File: config.mk
export PLATFORM = sky130hd
export DESIGN_NAME = mic_m_bridge
export DESIGN_NICKNAME = d
export VERILOG_FILES = /design/src/rtl/mic_defs.sv /design/src/rtl/mic_beat_ctr.sv /design/src/rtl/mic_m_bridge.sv
export SDC_FILE = /design/constraint.sdc
export NUM_CORES = 1
export LEC_CHECK = 0
export ABC_CLOCK_PERIOD_IN_PS = 2100
export CAP_MARGIN = 20
export CORE_AREA = 2 2 121 123
export DETAILED_ROUTE_END_ITERATION = 8
export DIE_AREA = 0 0 123 125
export PLACE_DENSITY = 0.66
export SYNTH_ARGS = -nofsm -noshare
export SYNTH_HDL_FRONTEND = slang
export SYNTH_SLANG_ARGS = --single-unit
File: constraint.sdc
create_clock -name clk -period 2.1 [get_ports clk]
set_clock_uncertainty 0.1 [all_clocks]
set_input_delay 0.42 -clock clk [delete_from_list [all_inputs] [get_ports clk]]
set_output_delay 0.42 -clock clk [all_outputs]
set_load 0.03 [all_outputs]
File: src/rtl/mic_defs.sv
// rtl/mic_defs.sv - shared MIC header field positions, FSM encodings and header builder
package mic_defs;

    localparam int HDR_BEATS_HI = 63;
    localparam int HDR_BEATS_LO = 56;
    localparam int HDR_RNW      = 55;
    localparam int HDR_BE_HI    = 54;
    localparam int HDR_BE_LO    = 50;
    localparam int HDR_ERR      = 49;
    localparam int HDR_SRC_HI   = 47;
    localparam int HDR_SRC_LO   = 40;
    localparam int HDR_ADDR_HI  = 31;
    localparam int HDR_ADDR_LO  = 3;

    localparam logic [4:0] MIC_BE_FULL = 5'h1f;

    typedef enum logic [2:0] {
        ST_IDLE  = 3'd0,
        ST_HDR   = 3'd1,
        ST_WDATA = 3'd2,
        ST_WACK  = 3'd3,
        ST_RHDR  = 3'd4,
        ST_RDATA = 3'd5
    } mic_m_state_t;

    function automatic logic [63:0] mic_req_hdr(
        input logic [7:0]  beats,
        input logic        rnw,
        input logic [4:0]  be,
        input logic [7:0]  src,
        input logic [28:0] addr
    );
        logic [63:0] h;
        h = '0;
        h[HDR_BEATS_HI:HDR_BEATS_LO] = beats;
        h[HDR_RNW]                   = rnw;
        h[HDR_BE_HI:HDR_BE_LO]       = be;
        h[HDR_SRC_HI:HDR_SRC_LO]     = src;
        h[HDR_ADDR_HI:HDR_ADDR_LO]   = addr;
        return h;
    endfunction

endpackage

File: src/rtl/mic_beat_ctr.sv
// rtl/mic_beat_ctr.sv - 8-bit loadable down-counter with zero flag
module mic_beat_ctr (
    input  logic       clk,
    input  logic       reset,
    input  logic       load,
    input  logic [7:0] load_value,
    input  logic       dec,
    output logic [7:0] count,
    output logic       zero
);

    always_ff @(posedge clk) begin
        if (reset) begin
            count <= 8'd0;
        end else if (load) begin
            count <= load_value;
        end else if (dec && (count != 8'd0)) begin
            count <= count - 8'd1;
        end
    end

    assign zero = (count == 8'd0);

endmodule

File: src/rtl/mic_m_bridge.sv
// rtl/mic_m_bridge.sv - MIC master endpoint: CPU request handshake to MIC packets and back
module mic_m_bridge
    import mic_defs::*;
#(
    parameter logic [31:0] NAME   = "MICM",
    parameter logic [7:0]  SRC_ID = 8'h00
) (
    input  logic        clk,
    input  logic        reset,

    output logic        O_TVALID,
    input  logic        O_TREADY,
    output logic [63:0] O_TDATA,
    output logic        O_TLAST,

    input  logic        I_TVALID,
    output logic        I_TREADY,
    input  logic [63:0] I_TDATA,
    input  logic        I_TLAST,

    output logic        req_ready,
    input  logic        req_start,
    input  logic        req_RnW,
    input  logic [7:0]  req_beats,
    input  logic [28:0] req_address,
    input  logic [4:0]  req_byte_enables,

    output logic [63:0] read_data,
    output logic        read_data_valid,
    input  logic        read_data_ready,

    input  logic [63:0] write_data,
    input  logic        write_data_valid,
    output logic        write_data_ready
);

    mic_m_state_t state_q, state_d;

    logic        rnw_q;
    logic [7:0]  beats_q;
    logic [4:0]  be_q;
    logic [28:0] addr_q;

    logic        err_dbg;
    logic        len_mismatch_dbg;

    logic        start_accept;
    logic        wdata_fire;
    logic        rdata_fire;
    logic        rhdr_fire;
    logic        wack_fire;
    logic [7:0]  ctr_count;
    logic        ctr_zero;

    assign start_accept = (state_q == ST_IDLE) && req_start;
    assign wdata_fire   = (state_q == ST_WDATA) && write_data_valid && O_TREADY;
    assign rdata_fire   = (state_q == ST_RDATA) && I_TVALID && read_data_ready;
    assign rhdr_fire    = (state_q == ST_RHDR) && I_TVALID;
    assign wack_fire    = (state_q == ST_WACK) && I_TVALID;

    mic_beat_ctr u_beat_ctr (
        .clk        (clk),
        .reset      (reset),
        .load       (start_accept),
        .load_value (req_beats),
        .dec        (wdata_fire || rdata_fire),
        .count      (ctr_count),
        .zero       (ctr_zero)
    );

    always_ff @(posedge clk) begin
        if (reset) begin
            state_q <= ST_IDLE;
        end else begin
            state_q <= state_d;
        end
    end

    always_ff @(posedge clk) begin
        if (reset) begin
            rnw_q   <= 1'b0;
            beats_q <= 8'd0;
            be_q    <= 5'd0;
            addr_q  <= 29'd0;
        end else if (start_accept) begin
            rnw_q   <= req_RnW;
            beats_q <= req_beats;
            be_q    <= req_byte_enables;
            addr_q  <= req_address;
        end
    end

    // Debug only: response error bit and burst-length disagreement never steer the FSM.
    always_ff @(posedge clk) begin
        if (reset) begin
            err_dbg          <= 1'b0;
            len_mismatch_dbg <= 1'b0;
        end else begin
            if (rhdr_fire || wack_fire) begin
                err_dbg <= I_TDATA[HDR_ERR];
            end
            if (start_accept) begin
                len_mismatch_dbg <= 1'b0;
            end else if (rdata_fire && (I_TLAST != ctr_zero)) begin
                len_mismatch_dbg <= 1'b1;
            end
        end
    end

    assign read_data = I_TDATA;

    always_comb begin
        state_d          = state_q;
        O_TVALID         = 1'b0;
        O_TDATA          = 64'd0;
        O_TLAST          = 1'b0;
        I_TREADY         = 1'b0;
        req_ready        = 1'b0;
        read_data_valid  = 1'b0;
        write_data_ready = 1'b0;

        case (state_q)
            ST_IDLE: begin
                req_ready = 1'b1;
                if (req_start) begin
                    state_d = ST_HDR;
                end
            end

            ST_HDR: begin
                O_TVALID = 1'b1;
                O_TDATA  = mic_req_hdr(beats_q, rnw_q, be_q, SRC_ID, addr_q);
                O_TLAST  = rnw_q;
                if (O_TREADY) begin
                    state_d = rnw_q ? ST_RHDR : ST_WDATA;
                end
            end

            ST_WDATA: begin
                O_TVALID = write_data_valid;
                O_TDATA  = write_data;
                O_TLAST  = ctr_zero;
                if (wdata_fire) begin
                    write_data_ready = 1'b1;
                    if (ctr_zero) begin
                        state_d = ST_WACK;
                    end
                end
            end

            ST_WACK: begin
                I_TREADY = 1'b1;
                if (I_TVALID) begin
                    state_d = ST_IDLE;
                end
            end

            ST_RHDR: begin
                I_TREADY = 1'b1;
                // A header-only response (error or short) ends the read with no data.
                if (I_TVALID) begin
                    state_d = I_TLAST ? ST_IDLE : ST_RDATA;
                end
            end

            ST_RDATA: begin
                I_TREADY = read_data_ready;
                if (rdata_fire) begin
                    read_data_valid = 1'b1;
                    if (I_TLAST) begin
                        state_d = ST_IDLE;
                    end
                end
            end

            default: begin
                state_d = ST_IDLE;
            end
        endcase
    end

    logic unused_ok;
    assign unused_ok = ^{NAME, err_dbg, len_mismatch_dbg, ctr_count};

endmodule

==> impl_metrics.csv <==
group,metric,value,unit
status,status,"complete, no violations",
synth,yosysWarnings,0,
worst_setup_path,start_kind,"flop",
clock_network,clock_latency,0.29,ns
synth,synth_nets,622,
synth,synth_edf_count,0,
worst_setup_path,worst-path-max-fanout,5,
sta,slew_viol_final,0,
floorplan,die_x,123,µm
drt,vias_per_cell,4.86,
synth,ys_ff_latch,54,
power,peakVddDrop,419,µV
sta,min_period,2.07,ns
synth,ys_top_cells_by_count,"nand2_1, buf_4, dfxtp_1, a21oi_1, a22o_1",
synth,netlist.area_leader.share,0.319,
synth,syn_area,3390,µm²
synth,seq_area_frac_synth,0.319,
layout,n_fill_cell,1466,
worst_setup_path,worstSetupPathType,"reg2out",
power,power_density,1040,nW/µm²
sta,max_freq,483,MHz
synth,syn_avg_cell_area,7.69,µm²
layout,fin_util,0.394,
floorplan,initial_core_util,0.239,
clock_network,clk_pin_slew,0.07,ns
drt,drt-total-wl,12700,µm
clock_network,clock_sinks,54,
grt,grt_pass1_wl,18500,µm
power,p_leak,2.23,nW
synth,synth_area_leaders,"dfxtp_1, buf_4, a22o_1, nand2_1, a21oi_1",
synth,yosysTopAreaCell,"dfxtp_1",
hold_path,min_to,"addr_q[23]$_SDFFE_PP0P_",
clock_network,numCtsBuffers,5,
synth,yosys.cell_types.count,47,
floorplan,core_area,14200,µm²
sta,worst_pin_slew,0.601,ns
drt,vias,3664,
grt,track_usage,0.153,
grt,grt-ovfl-total,0,
synth,async_flop_share,0,
layout,layout-drive-gt1-share,0.307,
clock_network,cts_root_buf,"clkbuf_16",
clock_network,cts_buffer_depth,2,
drt,routedWlPerCell,16.8,µm
worst_setup_path,r2r_cells,4,
worst_setup_path,required,1.58,ns
worst_setup_path,r2r-end,"u_beat_ctr.count[7]$_SDFFE_PP0P_",
sta,period_share,0.986,
power,finalPower,5.84,mW
grt,grt_max_degree,33,
drt,first_pass_iters,4,
placed_design,place_area,5020,µm²
synth,synth_ff_type,"dfxtp_1",
worst_setup_path,cp-end-kind,"output port",
drt,drcViolationCount,0,
placed_design,io_buffer_count,184,
sta,setup_viol,0,
grt,grt_pass1_vias,3616,
layout,multi_input_area,1790,µm²
sta,hold_violations,0,
clock_network,htree_levels,2,
worst_setup_path,r2r_start,"u_beat_ctr.count[3]$_SDFFE_PP0P_",
synth,syn_inst,441,
layout,register_area,1090,µm²
hold_path,hold-path-cell-count,2,
placed_design,gp_congestion,0.793,
grt,antenna_found_initial,0,
floorplan,die_area,15400,µm²
drt,drt_iter0_drc,146,
worst_setup_path,cp_data_arrival_time,1.55,ns
layout,fin_area,5600,µm²
placed_design,place_hpwl,9390,µm
floorplan,num_io_pins,313,
floorplan,core.rowCount,44,
layout,final_nets,750,
hold_path,min_from,"addr_q[23]$_SDFFE_PP0P_",
sta,hold_ws,0.359,ns
sta,rsz0062_at_grt,"yes",
worst_setup_path,ff2ff_setup_slack,0.13,ns
drt,antenna_left,0,
hold_path,min_path_type,"reg2reg",
sta,max_slew_margin,0.599,
flow_run,cap_violations,0,
layout,antenna_cells,0,
synth,synth_most_common_cell,"nand2_1",
floorplan,die_y,125,µm
layout,syn2layout_area_growth,65.2,%
clock_network,cts_tree,"built",
## metrics by stage
| stage | setup WS [ns] | setup TNS (ns) | instances |
|---|---|---|---|
| floorplan | 0.0129 | 0 | 441 |
| detailed placement | -0.214 | -6.18 | 735 |
| finish | 0.0287 | 0 | 754 |
| global route | -0.0519 | -0.958 | 754 |
| CTS | 0.00429 | 0 | 751 |
| global placement | -0.203 | -6.05 | 735 |
## report_power, final
part           switching (mW)  total, mW  internal [mW]
registers               0.177       1.40           1.22
clock network           0.373      0.937          0.564
logic                    1.80       3.50           1.70
## cells in the final DEF (no fill, tap or decap), drive strengths merged, types with 2 or more instances in the layout
| master | instances |
|---|---|
| a21oi | 45 |
| buf | 103 |
| and3 | 3 |
| inv | 4 |
| clkdlybuf4s50 | 113 |
| clkbuf | 7 |
| nor4 | 6 |
| nand4b | 2 |
| a21o | 2 |
| a311oi | 5 |
| or3 | 2 |
| nor4b | 5 |
| and2 | 22 |
| nor2 | 14 |
| a22o | 43 |
| nor3 | 4 |
| ha | 2 |
| a311o | 2 |
| nand2 | 97 |
| dfxtp | 54 |
| nand3 | 2 |
| nor3b | 7 |
| or4 | 3 |
| a31o | 2 |
## worst max-delay path, stage by stage (launching register included)
cell,delay (ns)
dfxtp_4,0.39
buf_4,0.13
or3b_4,0.42
o21ai_2,0.17
buf_6,0.15
## cell type report
cell class | instances | area share
inverters | 4 | 0.00268
clock buffers | 6 | 0.0230
well taps | 184 | 0.0411
repair buffers | 218 | 0.411
multi-input cells | 286 | 0.320
clock inverters | 2 | 0.00670
flip-flops and latches | 54 | 0.195
## worst max-delay path by stage
stage / from / cells past startpoint / to
global route: u_beat_ctr.count[0]$_SDFFE_PP0P_ / 6 / O_TLAST
floorplan: state_q[2]$_SDFFE_PP0P_ / 5 / O_TDATA[38]
global placement: req_start / 6 / u_beat_ctr.count[6]$_SDFFE_PP0P_
detailed placement: req_start / 6 / addr_q[0]$_SDFFE_PP0P_
finish: state_q[1]$_SDFFE_PP0P_ / 4 / O_TLAST
CTS: u_beat_ctr.count[0]$_SDFFE_PP0P_ / 6 / O_TLAST
## sequential cells by signal, indices dropped and copies added (netlist names)
| signal | flops |
|---|---|
| be_q | 5 |
| state_q | 3 |
| beats_q | 8 |
| rnw_q | 1 |
| addr_q | 29 |
| u_beat_ctr.count | 8 |
## layer usage
metal  wire length (µm)  track usage  part of all wire  vias to the layer above
li1                   -            -                 -                     1722
met1               4910        0.173              0.39                     1741
met2               6210        0.265              0.49                      156
met3                993       0.0351             0.078                       45
met4                570       0.0822             0.045                        0
met5                  0            0                 0                        -
## timing repair
action	CTS	global route
hold endpoints to repair	0	0
resized for setup	34	45
buffers inserted	6	1
pin swaps	2	1
hold buffers	0	0
cloned	2	2
endpoints found under the setup margin	68	60
## cell families (layout without fill, tap and decap cells)
logic type	after synthesis	after routing	share of synthesized area
simple gates	174	174	0.252
compound gates	109	109	0.231
mux	1	1	0.00295
flops	54	54	0.319
fa+ha+maj	2	2	0.00738
buf+inv	101	230	0.188
(Power assumes the default switching activity.)
